==> src/rtl/uart_rx_frame_ctrl.sv <==
// UART receive framer: hunts for SYNC, collects ADDR/LEN/payload/CHK under an
// inter-byte timeout, and holds each validated frame for a valid/ack consumer.
module uart_rx_frame_ctrl #(
    parameter logic [7:0] SYNC_BYTE    = 8'hA5,
    parameter int         MAX_LEN      = 16,
    parameter int         TIMEOUT_CLKS = 43400,
    localparam int        IDX_W        = $clog2(MAX_LEN)
) (
    input  logic             i_clk,
    input  logic             i_rst,
    input  logic             i_data_ready,
    input  logic [7:0]       i_data_byte,
    output logic             o_frame_valid,
    input  logic             i_frame_ack,
    output logic [7:0]       o_frame_addr,
    output logic [7:0]       o_frame_len,
    input  logic [IDX_W-1:0] i_rd_idx,
    output logic [7:0]       o_rd_data,
    output logic             o_err_chk,
    output logic             o_err_len,
    output logic             o_err_timeout,
    output logic             o_overrun
);

    typedef enum logic [2:0] {
        S_HUNT    = 3'd0,
        S_ADDR    = 3'd1,
        S_LEN     = 3'd2,
        S_PAYLOAD = 3'd3,
        S_CHK     = 3'd4,
        S_HOLD    = 3'd5
    } state_t;

    localparam int             TMO_W     = $clog2(TIMEOUT_CLKS);
    localparam logic [TMO_W-1:0] TMO_LAST = TMO_W'(TIMEOUT_CLKS - 1);
    localparam logic [7:0]     MAX_LEN_B = 8'(MAX_LEN);
    localparam int             DEPTH     = 1 << IDX_W;

    state_t             state_q, state_d;
    logic [7:0]         addr_q, addr_d;
    logic [7:0]         len_q, len_d;
    logic [IDX_W-1:0]   cnt_q, cnt_d;
    logic [7:0]         chk_q, chk_d;
    logic [TMO_W-1:0]   tmo_q, tmo_d;
    logic               valid_q, valid_d;
    logic               err_chk_q, err_chk_d;
    logic               err_len_q, err_len_d;
    logic               err_tmo_q, err_tmo_d;
    logic               ovr_q, ovr_d;
    logic               mem_we_s;
    logic [7:0]         mem_q [DEPTH];

    logic timed_s, expire_s, len_bad_s, last_s, chk_ok_s;

    // The timeout only runs while a frame is being collected; a byte in the expiry cycle wins.
    assign timed_s   = (state_q == S_ADDR) || (state_q == S_LEN) ||
                       (state_q == S_PAYLOAD) || (state_q == S_CHK);
    assign expire_s  = timed_s && !i_data_ready && (tmo_q == TMO_LAST);
    assign len_bad_s = (i_data_byte == 8'd0) || (i_data_byte > MAX_LEN_B);
    assign last_s    = (8'(cnt_q) == (len_q - 8'd1));
    assign chk_ok_s  = (i_data_byte == chk_q);

    // State register.
    always_ff @(posedge i_clk) begin
        if (i_rst) begin
            state_q <= S_HUNT;
        end else begin
            state_q <= state_d;
        end
    end

    // Next-state logic.
    always_comb begin
        state_d = state_q;
        case (state_q)
            S_HUNT: begin
                if (i_data_ready && (i_data_byte == SYNC_BYTE)) state_d = S_ADDR;
                else                                            state_d = S_HUNT;
            end
            S_ADDR: begin
                if (i_data_ready)  state_d = S_LEN;
                else if (expire_s) state_d = S_HUNT;
                else               state_d = S_ADDR;
            end
            S_LEN: begin
                if (i_data_ready)  state_d = len_bad_s ? S_HUNT : S_PAYLOAD;
                else if (expire_s) state_d = S_HUNT;
                else               state_d = S_LEN;
            end
            S_PAYLOAD: begin
                if (i_data_ready)  state_d = last_s ? S_CHK : S_PAYLOAD;
                else if (expire_s) state_d = S_HUNT;
                else               state_d = S_PAYLOAD;
            end
            S_CHK: begin
                if (i_data_ready)  state_d = chk_ok_s ? S_HOLD : S_HUNT;
                else if (expire_s) state_d = S_HUNT;
                else               state_d = S_CHK;
            end
            S_HOLD: begin
                if (i_frame_ack) state_d = S_HUNT;
                else             state_d = S_HOLD;
            end
            default: state_d = S_HUNT;
        endcase
    end

    // Output and datapath next-state logic.
    always_comb begin
        addr_d    = addr_q;
        len_d     = len_q;
        cnt_d     = cnt_q;
        chk_d     = chk_q;
        mem_we_s  = 1'b0;
        err_chk_d = 1'b0;
        err_len_d = 1'b0;
        ovr_d     = 1'b0;
        err_tmo_d = expire_s;
        valid_d   = (state_d == S_HOLD);
        if (timed_s && !i_data_ready && (tmo_q != TMO_LAST)) tmo_d = tmo_q + TMO_W'(1);
        else                                                  tmo_d = {TMO_W{1'b0}};
        case (state_q)
            S_ADDR: begin
                if (i_data_ready) begin
                    addr_d = i_data_byte;
                    chk_d  = i_data_byte;
                end else begin
                    addr_d = addr_q;
                end
            end
            S_LEN: begin
                if (i_data_ready && len_bad_s) begin
                    err_len_d = 1'b1;
                end else if (i_data_ready) begin
                    len_d = i_data_byte;
                    chk_d = chk_q ^ i_data_byte;
                    cnt_d = {IDX_W{1'b0}};
                end else begin
                    len_d = len_q;
                end
            end
            S_PAYLOAD: begin
                if (i_data_ready) begin
                    mem_we_s = 1'b1;
                    chk_d    = chk_q ^ i_data_byte;
                    cnt_d    = cnt_q + IDX_W'(1);
                end else begin
                    mem_we_s = 1'b0;
                end
            end
            S_CHK: begin
                if (i_data_ready && !chk_ok_s) err_chk_d = 1'b1;
                else                           err_chk_d = 1'b0;
            end
            S_HOLD: begin
                if (i_data_ready) ovr_d = 1'b1;
                else              ovr_d = 1'b0;
            end
            default: begin
                mem_we_s = 1'b0;
            end
        endcase
    end

    // Datapath and output registers.
    always_ff @(posedge i_clk) begin
        if (i_rst) begin
            addr_q    <= 8'd0;
            len_q     <= 8'd0;
            cnt_q     <= {IDX_W{1'b0}};
            chk_q     <= 8'd0;
            tmo_q     <= {TMO_W{1'b0}};
            valid_q   <= 1'b0;
            err_chk_q <= 1'b0;
            err_len_q <= 1'b0;
            err_tmo_q <= 1'b0;
            ovr_q     <= 1'b0;
        end else begin
            addr_q    <= addr_d;
            len_q     <= len_d;
            cnt_q     <= cnt_d;
            chk_q     <= chk_d;
            tmo_q     <= tmo_d;
            valid_q   <= valid_d;
            err_chk_q <= err_chk_d;
            err_len_q <= err_len_d;
            err_tmo_q <= err_tmo_d;
            ovr_q     <= ovr_d;
        end
    end

    // Payload buffer; contents deliberately survive reset.
    always_ff @(posedge i_clk) begin
        if (mem_we_s) begin
            mem_q[cnt_q] <= i_data_byte;
        end
    end

    assign o_frame_valid = valid_q;
    assign o_frame_addr  = addr_q;
    assign o_frame_len   = len_q;
    assign o_rd_data     = mem_q[i_rd_idx];
    assign o_err_chk     = err_chk_q;
    assign o_err_len     = err_len_q;
    assign o_err_timeout = err_tmo_q;
    assign o_overrun     = ovr_q;

endmodule

==> config.mk <==
export PLATFORM = sky130hd
export DESIGN_NAME = uart_rx_frame_ctrl
export DESIGN_NICKNAME = d
export VERILOG_FILES = /design/src/rtl/uart_rx_frame_ctrl.sv
export SDC_FILE = /design/constraint.sdc
export NUM_CORES = 1
export LEC_CHECK = 0
export ABC_AREA = 1
export BUFFER_PORTS_ARGS = -buffer_cell sky130_fd_sc_hd__buf_2
export CORE_ASPECT_RATIO = 1.75
export CORE_MARGIN = 2
export CORE_UTILIZATION = 30
export CTS_BUF_LIST = sky130_fd_sc_hd__clkbuf_4
export CTS_CLUSTER_SIZE = 20
export DETAILED_ROUTE_END_ITERATION = 8
export PLACE_DENSITY = 0.47
export SLEW_MARGIN = 25
export SYNTH_ARGS = -nofsm -noshare
export SYNTH_HDL_FRONTEND = slang
export SYNTH_SLANG_ARGS = --single-unit
==> constraint.sdc <==
create_clock -name i_clk -period 2.2 [get_ports i_clk]
set_clock_uncertainty 0.05 [all_clocks]
set_input_delay 0 -clock i_clk [delete_from_list [all_inputs] [get_ports i_clk]]
set_output_delay 0 -clock i_clk [all_outputs]
set_load 0.01 [all_outputs]
==> flow_summary.json <==
{
  "finalMaxSlewViolations": 0,
  "cts-root-buf": "clkbuf_4",
  "yosys.area.top_type": "edfxtp_1",
  "tightest_slew_ns": 0.746,
  "ant_nets": 0,
  "setup_viol": 0,
  "tns_ns": 0,
  "cts_max_level": 4,
  "vdd_drop_max_uv": 245,
  "rsz0062_at_grt": "false",
  "fmax_ghz": 0.478,
  "cts_made_buffers": 17,
  "clk_latency_ns": 0.60,
  "fp.dieArea_um2": 28000,
  "drc": 0,
  "cts.sinks": 180,
  "startpoint_type": "register",
  "r2r-start": "state_q[2]",
  "synthArstFlopShare_pct": 0,
  "ios": 45,
  "worstSetupEndpointType": "primary output",
  "drive_gt1_share_pct": 16.7,
  "ys_top_cells_by_area": "edfxtp_1, dfxtp_1, nand2_1",
  "arrival_ns": 2.04,
  "crit_type": "register to primary output",
  "core_um2": 26400,
  "status": "complete, no violations",
  "die_h_um": 220,
  "drt_iter0_markers": 329,
  "firstDrtPassIters": 5,
  "portBuffers": 44,
  "vias": 5515,
  "viasPerCell": 4.60,
  "syn_area_um2": 7990,
  "synth_seq_cells": 180,
  "path_max_fanout": 1,
  "required_ns": 2.15,
  "crit_start": "mem_q[4][7]",
  "synth-edff-count": 128,
  "grt_pass1_vias": 5508,
  "multi_input_area_um2": 2550,
  "grt.overflow.total": 0,
  "grt_usage_pct": 15.3,
  "hold_class": "input port to register",
  "dpl.hpwl_um": 15000,
  "final_nets": 882,
  "clkTransAtPathRegs_ns": 0.14,
  "worstHoldStart": "i_data_byte[4]",
  "grt_first_pass_wirelength_um": 31100,
  "synth.cells.most_frequent": "edfxtp_1, nand2_1, inv_1",
  "rows": 79,
  "grt_max_degree": 53,
  "die_x_um": 127,
  "routedWlPerCell_um": 17.1,
  "gp_congestion": 0.802,
  "area_growth_pct": 13.9,
  "synth_cells": 780,
  "min_period_over_period_pct": 95.1,
  "utilization_pct": 34.5,
  "syn_nets": 802,
  "relSlewSlack_pct": 50.2,
  "yosysMostFrequentCell": "edfxtp_1",
  "post_cts_buffers": 0,
  "p_leak_nw": 3.51,
  "ys.warnings.count": 0,
  "antenna_found_initial": 1,
  "finalHoldViolCount": 0,
  "min_period_ns": 2.09,
  "seq_area_um2": 4880,
  "timing.hold.ws_ns": 0.221,
  "power_density_nw_per_um2": 623,
  "synth_ff_type": "edfxtp_1",
  "initial_core_util_pct": 30.3,
  "maxCapViolations": 0,
  "syn_area_per_cell_um2": 10.2,
  "wl_um": 20400,
  "cts_buffer_depth": 2,
  "fill_cells": 2664,
  "cts_tree": "built",
  "synth_top_area_share_pct": 48.1,
  "seq_area_frac_synth_pct": 61.2,
  "ys_types": 35
}
[path summary, 6_finish.rpt]
path                                 endpoint  slack, ns  cells after the start
worst min-delay path              mem_q[1][4]       0.22                      2
worst max register to register  o_frame_valid       0.20                      5
worst min register to register       tmo_q[0]       0.43                      1
worst max-delay path             o_rd_data[7]       0.11                      5
[flip-flops by register name (all words and copies together), names as in the netlist]
register / flops
o_err_chk: 1
o_err_len: 1
tmo_q: 16
cnt_q: 4
mem_q: 128
chk_q: 8
state_q: 3
o_overrun: 1
o_err_timeout: 1
o_frame_addr: 8
o_frame_len: 8
o_frame_valid: 1
[per-stage QoR]
step | setup slack (ns) | instance area [um2] | total power, mW | instances
CTS | 0.0699 | 9090 | 5.76 | 1197
finish | 0.108 | 9090 | 5.67 | 1198
detailed placement | 0.337 | 8720 | 4.07 | 1152
floorplan | 0.344 | 7990 | 3.89 | 780
global route | 0.0131 | 9090 | 5.91 | 1198
global placement | 0.348 | 8720 | 4.07 | 1152
[where the power goes]
part / switching (mW) / internal (mW)
clock: 1.18 / 0.491
combinational: 0.259 / 0.120
sequential: 0.000222 / 3.62
[layer usage]
layer	global-route usage [%]	up-vias	share of wire, %
met5	0	-	0
met4	9.49	0	4.9
met3	2.69	46	2.8
met2	29.5	111	56
met1	14.7	2570	36
li1	-	2788	-
[cells by family (layout without fill, tap and decap cells)]
kind of cell	Yosys count	count (layout)	synth area share, %
simple gates	251	251	14.1
flops	180	180	61.2
compound gates	157	157	10.9
buf+inv	136	229	6.96
mux	32	32	4.01
xor+xnor	18	18	1.97
fa+ha+maj	6	6	0.940
other cells	0	1	0
[cell type report]
cell class / count / area share, %
repair buffers: 91 / 6.69
diodes: 1 / 0.0275
flip-flops and latches: 180 / 53.7
clock buffers: 19 / 1.57
multi-input cells: 464 / 28.0
inverters: 106 / 4.43
clock inverters: 13 / 1.11
well taps: 324 / 4.46
[worst max-delay path, stage by stage, from the launching register on]
cell and delay, ns:
edfxtp_1 0.38, o21ai_0 0.43, o211ai_1 0.26, nand3_1 0.18, nand2_1 0.06, buf_2 0.14
[layout by cell type (no fill, tap or decap), types with 3 or more instances in the layout]
| master | instances |
|---|---|
| buf_4 | 35 |
| nor2_1 | 69 |
| o21ai_1 | 4 |
| nand2_1 | 116 |
| inv_6 | 3 |
| buf_2 | 43 |
| a21oi_1 | 64 |
| o21ai_0 | 56 |
| xor2_1 | 10 |
| nor2_2 | 19 |
| nand3_1 | 23 |
| dfxtp_1 | 52 |
| o211ai_1 | 32 |
| clkbuf_4 | 19 |
| clkinv_4 | 3 |
| mux2i_1 | 32 |
| inv_2 | 4 |
| nor3_1 | 10 |
| xnor2_1 | 8 |
| ha_1 | 6 |
| inv_1 | 100 |
| dlygate4sd3_1 | 13 |
| edfxtp_1 | 128 |
[what timing repair did]
action	4_1_cts	5_1_grt
endpoints found under the hold margin	164	0
resized for setup	0	2
hold buffers	13	0
setup endpoints to repair	0	2
Power figures use the tool's default switching activity.
